File: src/rtl/i2s_tx_clkgen.sv
// I2S transmit clock generator: derives sclk/lrclk from mclk, issues one-cycle-early
// edge strobes, and feeds one buffered stereo frame per lrclk period to the serializer.
module i2s_tx_clkgen #(
   parameter int DATA_RES       = 24,
   parameter int MCLK_PER_SCLK  = 4,
   parameter int SCLK_PER_FRAME = 64,
   parameter int FIFO_DEPTH     = 4
) (
   input  logic                            mclk,
   input  logic                            reset_n,
   input  logic                            i_en,
   input  logic                            s_valid,
   output logic                            s_ready,
   input  logic [DATA_RES-1:0]             s_ldata,
   input  logic [DATA_RES-1:0]             s_rdata,
   output logic                            sclk,
   output logic                            lrclk,
   output logic                            next_sclk_rise,
   output logic                            next_sclk_fall,
   output logic                            next_lrclk_rise,
   output logic                            next_lrclk_fall,
   output logic [DATA_RES-1:0]             o_ldin,
   output logic [DATA_RES-1:0]             o_rdin,
   output logic [$clog2(FIFO_DEPTH):0]     o_level,
   output logic                            o_underrun,
   output logic [7:0]                      o_underrun_cnt
);

   // state | meaning
   // IDLE  | parked on the last mclk of a frame (sdiv=M-1, bcnt=F-1, sclk=0, lrclk=1)
   // RUN   | counters advancing, strobes active

   localparam int SW = $clog2(MCLK_PER_SCLK);
   localparam int BW = $clog2(SCLK_PER_FRAME);
   localparam int AW = $clog2(FIFO_DEPTH);

   localparam logic [SW-1:0] SDIV_LAST = SW'(MCLK_PER_SCLK - 1);
   localparam logic [SW-1:0] SDIV_HALF = SW'(MCLK_PER_SCLK / 2 - 1);
   localparam logic [BW-1:0] BCNT_LAST = BW'(SCLK_PER_FRAME - 1);
   localparam logic [BW-1:0] BCNT_HALF = BW'(SCLK_PER_FRAME / 2 - 1);
   localparam logic [AW:0]   FIFO_FULL = (AW + 1)'(FIFO_DEPTH);

   typedef enum logic {IDLE, RUN} state_t;

   state_t          state;
   logic [SW-1:0]   sdiv;
   logic [BW-1:0]   bcnt;
   logic            sdiv_last;
   logic            frame_end;

   always_comb begin
      sdiv_last       = (state == RUN) && (sdiv == SDIV_LAST);
      frame_end       = sdiv_last && (bcnt == BCNT_LAST);
      next_sclk_rise  = (state == RUN) && (sdiv == SDIV_HALF);
      next_sclk_fall  = sdiv_last || ((state == IDLE) && i_en);
      next_lrclk_rise = sdiv_last && (bcnt == BCNT_HALF);
      next_lrclk_fall = i_en && ((state == IDLE) || frame_end);
   end

   always_ff @(posedge mclk) begin
      if (!reset_n) begin
         state <= IDLE;
         sdiv  <= SDIV_LAST;
         bcnt  <= BCNT_LAST;
         sclk  <= 1'b0;
         lrclk <= 1'b1;
      end else begin
         if (next_sclk_rise)
            sclk <= 1'b1;
         else if (next_sclk_fall)
            sclk <= 1'b0;

         if (next_lrclk_fall)
            lrclk <= 1'b0;
         else if (next_lrclk_rise)
            lrclk <= 1'b1;

         case (state)
            IDLE: begin
               if (i_en) begin
                  state <= RUN;
                  sdiv  <= '0;
                  bcnt  <= '0;
               end
            end
            RUN: begin
               if (frame_end) begin
                  // without i_en the counters simply stay parked at the frame end
                  if (i_en) begin
                     sdiv <= '0;
                     bcnt <= '0;
                  end else begin
                     state <= IDLE;
                  end
               end else if (sdiv_last) begin
                  sdiv <= '0;
                  bcnt <= bcnt + BW'(1);
               end else begin
                  sdiv <= sdiv + SW'(1);
               end
            end
            default: state <= IDLE;
         endcase
      end
   end

   logic [DATA_RES-1:0] mem_l [FIFO_DEPTH];
   logic [DATA_RES-1:0] mem_r [FIFO_DEPTH];
   logic [AW-1:0]       wptr;
   logic [AW-1:0]       rptr;
   logic [AW:0]         count;
   logic                push;
   logic                pop_ok;
   logic                fifo_empty;

   always_comb begin
      fifo_empty = (count == '0);
      s_ready    = reset_n && (count != FIFO_FULL);
      push       = s_valid && s_ready;
      pop_ok     = next_lrclk_fall && !fifo_empty;
      o_level    = count;
   end

   always_ff @(posedge mclk) begin
      if (push) begin
         mem_l[wptr] <= s_ldata;
         mem_r[wptr] <= s_rdata;
      end
   end

   always_ff @(posedge mclk) begin
      if (!reset_n) begin
         wptr           <= '0;
         rptr           <= '0;
         count          <= '0;
         o_ldin         <= '0;
         o_rdin         <= '0;
         o_underrun     <= 1'b0;
         o_underrun_cnt <= 8'd0;
      end else begin
         if (push)
            wptr <= wptr + AW'(1);

         // a push landing in the pop cycle is not bypassed; an empty pop mutes the frame
         if (pop_ok) begin
            o_ldin <= mem_l[rptr];
            o_rdin <= mem_r[rptr];
            rptr   <= rptr + AW'(1);
         end else if (next_lrclk_fall) begin
            o_ldin <= '0;
            o_rdin <= '0;
         end

         o_underrun <= next_lrclk_fall && fifo_empty;
         if (next_lrclk_fall && fifo_empty && (o_underrun_cnt != 8'hFF))
            o_underrun_cnt <= o_underrun_cnt + 8'd1;

         case ({push, pop_ok})
            2'b10:   count <= count + (AW + 1)'(1);
            2'b01:   count <= count - (AW + 1)'(1);
            default: count <= count;
         endcase
      end
   end

endmodule

File: config.mk
export PLATFORM = sky130hd
export DESIGN_NAME = i2s_tx_clkgen
export DESIGN_NICKNAME = d
export VERILOG_FILES = /design/src/rtl/i2s_tx_clkgen.sv
export SDC_FILE = /design/constraint.sdc
export NUM_CORES = 1
export LEC_CHECK = 0
export ABC_AREA = 0
export CORE_MARGIN = 4
export CORE_UTILIZATION = 50
export CTS_CLUSTER_SIZE = 30
export DETAILED_ROUTE_END_ITERATION = 8
export GPL_ROUTABILITY_DRIVEN = 1
export HOLD_SLACK_MARGIN = 0.03
export PLACE_DENSITY = 0.76
export RECOVER_POWER = 25
export SKIP_CTS_REPAIR_TIMING = 1
export SLEW_MARGIN = 20
export SYNTH_ARGS = -nofsm -noshare
export SYNTH_HDL_FRONTEND = slang
export SYNTH_SLANG_ARGS = --single-unit
File: constraint.sdc
create_clock -name mclk -period 3 [get_ports mclk]
set_clock_uncertainty 0.1 [all_clocks]
set_input_delay 0.6 -clock mclk [delete_from_list [all_inputs] [get_ports mclk]]
set_output_delay 0.6 -clock mclk [all_outputs]
set_load 0.1 [all_outputs]
; ---- After elaboration in Yosys (flattened, before gate mapping)
; Memories as Yosys holds them, arrays and structs flattened. A register that Yosys moved wholly into a read port is not among the register bits.
; Cells that the tools add are included.
[word_totals]
wordCells = 75
output_inout_bits = 67
ramBits = 192
ff_bits = 75
mem_count = 2
[mem_list]
columns = name, words, word_bits, rd, rd_clocked_by_memory_dff, write_ports, line_no
row1 = mem_l, 4, 24, 1, 1, 1, 107  ; logic [DATA_RES-1:0] mem_l [FIFO_DEPTH];
row2 = mem_r, 4, 24, 1, 1, 1, 108  ; logic [DATA_RES-1:0] mem_r [FIFO_DEPTH];
[classes]
reduce_logical = 19
addsub = 7
n_mux = 25
n_eq_ne = 9
bitwise_logic = 1
[op_table]
columns = operator, n
row1 = $mux 24, 3
row2 = $mux 6, 3
row3 = $mux 2, 7
row4 = $pmux 6 s2, 1
row5 = $logic_and 1x1->1, 11
row6 = $add 8x1->8 const B, 1
row7 = $mux 1, 8
row8 = $ne 8x8->1 const B, 1
row9 = $reduce_bool 2->1, 4
row10 = $add 2x1->2 const B, 3
row11 = $add 6x1->6 const B, 1
row12 = $eq 6x5->1 const B, 1
row13 = $eq 6x6->1 const B, 1
row14 = $pmux 3 s2, 1
row15 = $eq 2x1->1 const B, 2
row16 = $eq 2x2->1 const B, 2
row17 = $pmux 2 s2, 1
row18 = $add 3x1->3 const B, 1
row19 = $logic_not 3->1, 1
row20 = $ne 3x1->1 const B, 1
row21 = $ne 3x3->1 const B, 1
row22 = $sub 3x1->3 const B, 1
row23 = $logic_or 1x1->1, 2
row24 = $pmux 1 s2, 1
row25 = other kinds (2), 2

; ---- Depth between registers and ports, before layout
[logic_depth]
depth_word = 8
depth_mapped = 12
depth_no_buf = 10

; ---- Least setup slack after synthesis
; Ideal clock, no wire load.
[synth_path]
kind = reg-to-output
startpoint = register bcnt[0]
endpoint = output next_lrclk_rise
arrival_ns = 2.931
stages_incl_launch_ff = 5
required_time_ns = 2.300
setup_slack_ns = -0.631
path_cell_list = dfxtp_1 > ha_1 > buf_2 > nand4_1 > nor3_1
[synth_via]
elab_chain_cells = 2
[synth_lines]
columns = item, line_no
row1 = start: declaration, 47  ; logic [BW-1:0] bcnt;
row2 = start signal: assignment, 97  ; bcnt <= bcnt + BW'(1);
row3 = $eq 6x5->1, 56  ; next_lrclk_rise = sdiv_last && (bcnt == BCNT_HALF);
row4 = $logic_and 1x1->1, 56
row5 = end: declaration, 20  ; output logic next_lrclk_rise,
; Every way passes these cells.

; ---- Worst setup path in the final report
[layout_path]
startpoint = register sdiv[0]
endpoint = output next_lrclk_fall
[layout_via]
elab_chain_cells = 5
[layout_lines]
columns = item, line_no
row1 = start: declaration, 46  ; logic [SW-1:0] sdiv;
row2 = start signal: assignment, 99  ; sdiv <= sdiv + SW'(1);
row3 = $eq 2x2->1, 52  ; sdiv_last = (state == RUN) && (sdiv == SDIV_LAST);
row4 = $logic_and 1x1->1, 52
row5 = $logic_and 1x1->1, 53  ; frame_end = sdiv_last && (bcnt == BCNT_LAST);
row6 = $logic_or 1x1->1, 57  ; next_lrclk_fall = i_en && ((state == IDLE) || frame_end);
row7 = $logic_and 1x1->1, 57
row8 = end: declaration, 21  ; output logic next_lrclk_fall,
; Every way passes these cells.

==> impl_results.html <==
<table>
<tr><th>Metric</th><th>Value</th></tr>
<tr><th colspan="2">Timing</th></tr>
<tr><td>Final setup vio count</td><td>0</td></tr>
<tr><td>Number of endpoints with negative hold slack in the final report</td><td>0</td></tr>
<tr><td>Post-layout min period</td><td>2.80 ns</td></tr>
<tr><td>Final clock period utilization by the worst path</td><td>93.3%</td></tr>
<tr><td>Setup Total Neg Slack</td><td>0 ns</td></tr>
<tr><td>Fmax achieved</td><td>around 360 MHz</td></tr>
<tr><td>Worst-Margin Slew</td><td>around 0.57 ns</td></tr>
<tr><td>Slew margin rel.</td><td>approximately three fifths</td></tr>
<tr><td>Setup repair after global routing missed its margin</td><td>no</td></tr>
<tr><td>Final Max Slew Viols</td><td>0</td></tr>
<tr><th colspan="2">Synth</th></tr>
<tr><td>Share of the synthesized area in compound gates (AO/OA/AOI/OAI)</td><td>under 10%</td></tr>
<tr><td>Number of instances in the synthesized netlist</td><td>approximately 540</td></tr>
<tr><td>Syn_nets</td><td>599</td></tr>
<tr><td>Post-synth top area share</td><td>58.6%</td></tr>
<tr><td>Flop and latch count out of synthesis</td><td>269</td></tr>
<tr><td>Synth area leader</td><td>edfxtp_1</td></tr>
<tr><td>Area of the mapped netlist</td><td>roughly 9800 um^2</td></tr>
<tr><td>Mux contribution to synthesized area</td><td>11.4%</td></tr>
<tr><td>Simple logic cell fraction of the synthesized area</td><td>under 10%</td></tr>
<tr><td>Async set-or-reset flop fraction in the synthesized netlist</td><td>0%</td></tr>
<tr><td>Synth cell types</td><td>44</td></tr>
<tr><td>Portion of the post-synthesis area used by sequential elements</td><td>between 70% and 80%</td></tr>
<tr><td>Main combinational cell family by area after synthesis</td><td>multiplexers</td></tr>
<tr><td>Adder-cell share of the synthesized area</td><td>around 1.3%</td></tr>
<tr><td>EDFF count, synth</td><td>192</td></tr>
<tr><td>Xor/xnor cell area share of the yosys netlist</td><td>0.356%</td></tr>
<tr><td>Avg Synthesized Cell Area</td><td>18.3 um^2</td></tr>
<tr><td>Commonest register cell after synthesis</td><td>edfxtp_1</td></tr>
<tr><td>Yosys warns</td><td>0</td></tr>
<tr><td>Synth area leaders</td><td>edfxtp_1 (59%), dfxtp_1 (16%), mux4_2 (11%), a22o_1 (4.3%), ha_1 (1.1%)</td></tr>
<tr><th colspan="2">Critical path</th></tr>
<tr><td>Critical Setup Path Class</td><td>reg2out</td></tr>
<tr><td>CP max FO</td><td>20</td></tr>
<tr><td>Data arrival at the endpoint of the critical path</td><td>~2.1 ns</td></tr>
<tr><td>Crit. End Element</td><td>output pin</td></tr>
<tr><td>Worst EP required</td><td>~2.3 ns</td></tr>
<tr><td>Type of origin of the critical path</td><td>flop</td></tr>
<tr><th colspan="2">Routing</th></tr>
<tr><td>Pre-Repair DR Iteration Count</td><td>4</td></tr>
<tr><td>Number of DRC violations after detailed routing</td><td>0</td></tr>
<tr><td>First DRT Iteration DRCs</td><td>259</td></tr>
<tr><td>Vias per cell</td><td>5.56</td></tr>
<tr><td>Vias</td><td>between 5,000 and 6,000</td></tr>
<tr><td>Average routed wire per standard cell</td><td>20.1 um</td></tr>
<tr><td>Remaining antenna violation count</td><td>0</td></tr>
<tr><td>Detailed-route wire length</td><td>19,500 um</td></tr>
<tr><th colspan="2">Die</th></tr>
<tr><td>Die width</td><td>148 um</td></tr>
<tr><td>Core footprint</td><td>19,400 um^2</td></tr>
<tr><td>Area of the die</td><td>between 20,000 and 25,000 um^2</td></tr>
<tr><td>Number of top-level pins</td><td>approximately 120</td></tr>
<tr><td>Std cell rows</td><td>between 50 and 60</td></tr>
<tr><td>Initial Utilization</td><td>50.8%</td></tr>
<tr><td>Die height</td><td>148 um</td></tr>
<tr><th colspan="2">Global route</th></tr>
<tr><td>Total track usage</td><td>between 10% and 20%</td></tr>
<tr><td>Via count of the first global-routing pass</td><td>~5,600</td></tr>
<tr><td>Number of antenna violations at the first check in global routing</td><td>3</td></tr>
<tr><td>Global route overflow</td><td>0</td></tr>
<tr><td>Largest net degree at the start of global routing</td><td>38</td></tr>
<tr><td>Global-route wire length before repair</td><td>30,800 um</td></tr>
<tr><th colspan="2">Clock network</th></tr>
<tr><td>Sink count of the clock tree</td><td>269</td></tr>
<tr><td>CTS max path bufs</td><td>3</td></tr>
<tr><td>Clock tree from TritonCTS</td><td>done</td></tr>
<tr><td>Clock Root Buffer</td><td>clkbuf_16</td></tr>
<tr><td>Clock-pin slew on the worst setup and hold paths</td><td>approximately 0.060 ns</td></tr>
<tr><td>H-tree Lvls</td><td>1</td></tr>
<tr><td>Cts bufs inserted</td><td>28</td></tr>
<tr><td>Worst-Skew Late Latency</td><td>0.52 ns</td></tr>
<tr><th colspan="2">Pwr</th></tr>
<tr><td>Leak pwr</td><td>4.28 nW</td></tr>
<tr><td>Portion of total power attributed to combinational logic</td><td>16.0%</td></tr>
<tr><td>Worst IR Drop VDD</td><td>0.000539 V</td></tr>
<tr><td>Proportion of power drawn by the clock network</td><td>37.3%</td></tr>
<tr><td>Net Sw Frac</td><td>26.9%</td></tr>
<tr><td>Power Dens Cells</td><td>745 nW/um^2</td></tr>
<tr><td>P_int</td><td>6.74 mW</td></tr>
<tr><td>Net Switching</td><td>2.48 mW</td></tr>
<tr><td>Proportion of power drawn by flip-flops and latches</td><td>46.7%</td></tr>
<tr><th colspan="2">Layout</th></tr>
<tr><td>Final-stage net count</td><td>739</td></tr>
<tr><td>Share of final-layout standard cells stronger than drive strength 1</td><td>29.0%</td></tr>
<tr><td>Post-route cell area</td><td>12,400 um^2</td></tr>
<tr><td>Area added between synthesis and finish</td><td>25.6%</td></tr>
<tr><th colspan="2">Placed design</th></tr>
<tr><td>Placed cell area</td><td>11,400 um^2</td></tr>
<tr><td>Port bufs</td><td>approximately 120</td></tr>
<tr><td>HPWL after detailed placement</td><td>~12,000 um</td></tr>
<tr><td>Placer's final routability congestion estimate</td><td>0.777</td></tr>
<tr><th colspan="2">Flow run</th></tr>
<tr><td>Max capacitance violation total</td><td>0</td></tr>
<tr><th colspan="2">Status</th></tr>
<tr><td>Run status</td><td>finished, final reports clean</td></tr>
<tr><th colspan="2">Hold path</th></tr>
<tr><td>Type of the most critical hold path</td><td>reg2reg</td></tr>
</table>
## critical path: stages, from the launching register on
cell,delay [ns]
dfxtp_1,0.38
ha_1,0.29
nand3_1,0.13
o21a_1,0.22
buf_4,0.20
nor2_2,0.16
buf_12,0.19
## Yosys cell counts (3+ instances only)
cell      count
nand2_1       9
ha_1          9
and2_1        5
a21oi_1      20
mux2i_1       4
clkbuf_1     16
o21ai_0      10
nand4_1       4
inv_1        13
edfxtp_1    192
or3_1         3
o31ai_1       6
a22o_1       48
nor2_1       11
dfxtp_1      77
buf_2        12
nand2b_1      3
or4_1         4
nand3_1       6
nor3_1        4
mux4_2       48
a31oi_1       3
## layout make-up
cell class                 instances  area [um^2]
tap                              265          332
sequential                       269         7310
fill                            1389         7030
clock buffer                      34          796
antenna                            3         7.51
inverter                          13         48.8
timing repair buffer             140         1300
clock inverter                    18          159
multi-input combinational        225         2400
## power by group through the flow
stage                     registers (mW)  clock network (mW)  logic (mW)
after detailed placement            4.39                   0        1.49
final                               4.31                3.44        1.48
after CTS                           4.31                3.51        1.50
after floorplan                     4.84                   0       0.598
after global placement              4.37                   0        1.47
after global routing                4.33                3.69        1.56
## kinds of logic (layout without fill, tap and decap cells)
group | Yosys count | count (layout)
AOI/OAI and AO/OA | 101 | 101
other | 0 | 3
DFF | 269 | 269
buffers and inverters | 43 | 205
muxes | 52 | 52
xor gates and xnor gates | 4 | 4
and+or+nand+nor | 58 | 58
adders and majority gates | 10 | 10
## routing by layer
layer	wire length, um	GRT usage (%)	vias to the layer above
met5	0	0	-
met4	365	4.48	0
met3	887	3.17	28
met2	10500	32.9	144
met1	7700	21.9	2738
li1	-	-	2462
## cells in the final DEF (no fill, tap or decap), types with 3 or more instances in the layout
cell             synthesis  final
or3_1                    3      3
nand3_1                  6      6
inv_1                   13     13
clkinv_2                 0      8
and2_2                   0      4
nand2_1                  9      9
buf_12                   0     10
nor2_1                  11     10
a31oi_1                  3      3
ha_1                     9      9
clkbuf_8                 0      3
mux4_2                  48     48
clkdlybuf4s50_1          0     17
dfxtp_1                 77     74
o31ai_1                  6      6
a21oi_1                 20     18
diode_2                  0      3
dlygate4sd3_1            0     34
nand4_1                  4      4
buf_4                    0     79
o21ai_0                 10     10
mux2i_1                  4      4
a22o_1                  48     48
clkbuf_16                0     30
clkinvlp_4               0      5
edfxtp_1               192    192
nand2b_1                 3      3
or4_1                    4      4
## registers in the layout (all words and copies together), names as in the netlist, named ones only
| register | count |
|---|---|
| sdiv | 2 |
| o_underrun | 1 |
| sclk | 1 |
| mem_l | 96 |
| o_level | 3 |
| state | 1 |
| bcnt | 6 |
| o_rdin | 24 |
| rptr | 2 |
| wptr | 2 |
| o_ldin | 24 |
| o_underrun_cnt | 8 |
| lrclk | 1 |
| mem_r | 96 |
## final timing paths
check	slack, ns	cells past startpoint	to	start
setup / recovery	0.20	6	next_lrclk_fall	sdiv[0]
hold / removal	0.37	2	flop	rptr[1]
setup reg to reg	0.32	10	o_level[2]	sdiv[0]
hold reg to reg	0.37	2	flop	rptr[1]
## metrics by stage
step           setup slack (ns)  power, mW  std cells  utilization, %  hold slack (ns)
4_1_cts                   0.193       9.32        964            63.7            0.379
5_1_grt                  0.0387       9.57        966            63.7            0.389
3_5_place_dp              0.112       5.88        912            58.8            0.365
2_1_floorplan           -0.0316       5.44        537               -            0.345
3_3_place_gp              0.126       5.84        912            58.8            0.363
6_report                  0.201       9.22        967            63.7            0.372
(Power assumes the default switching activity.)
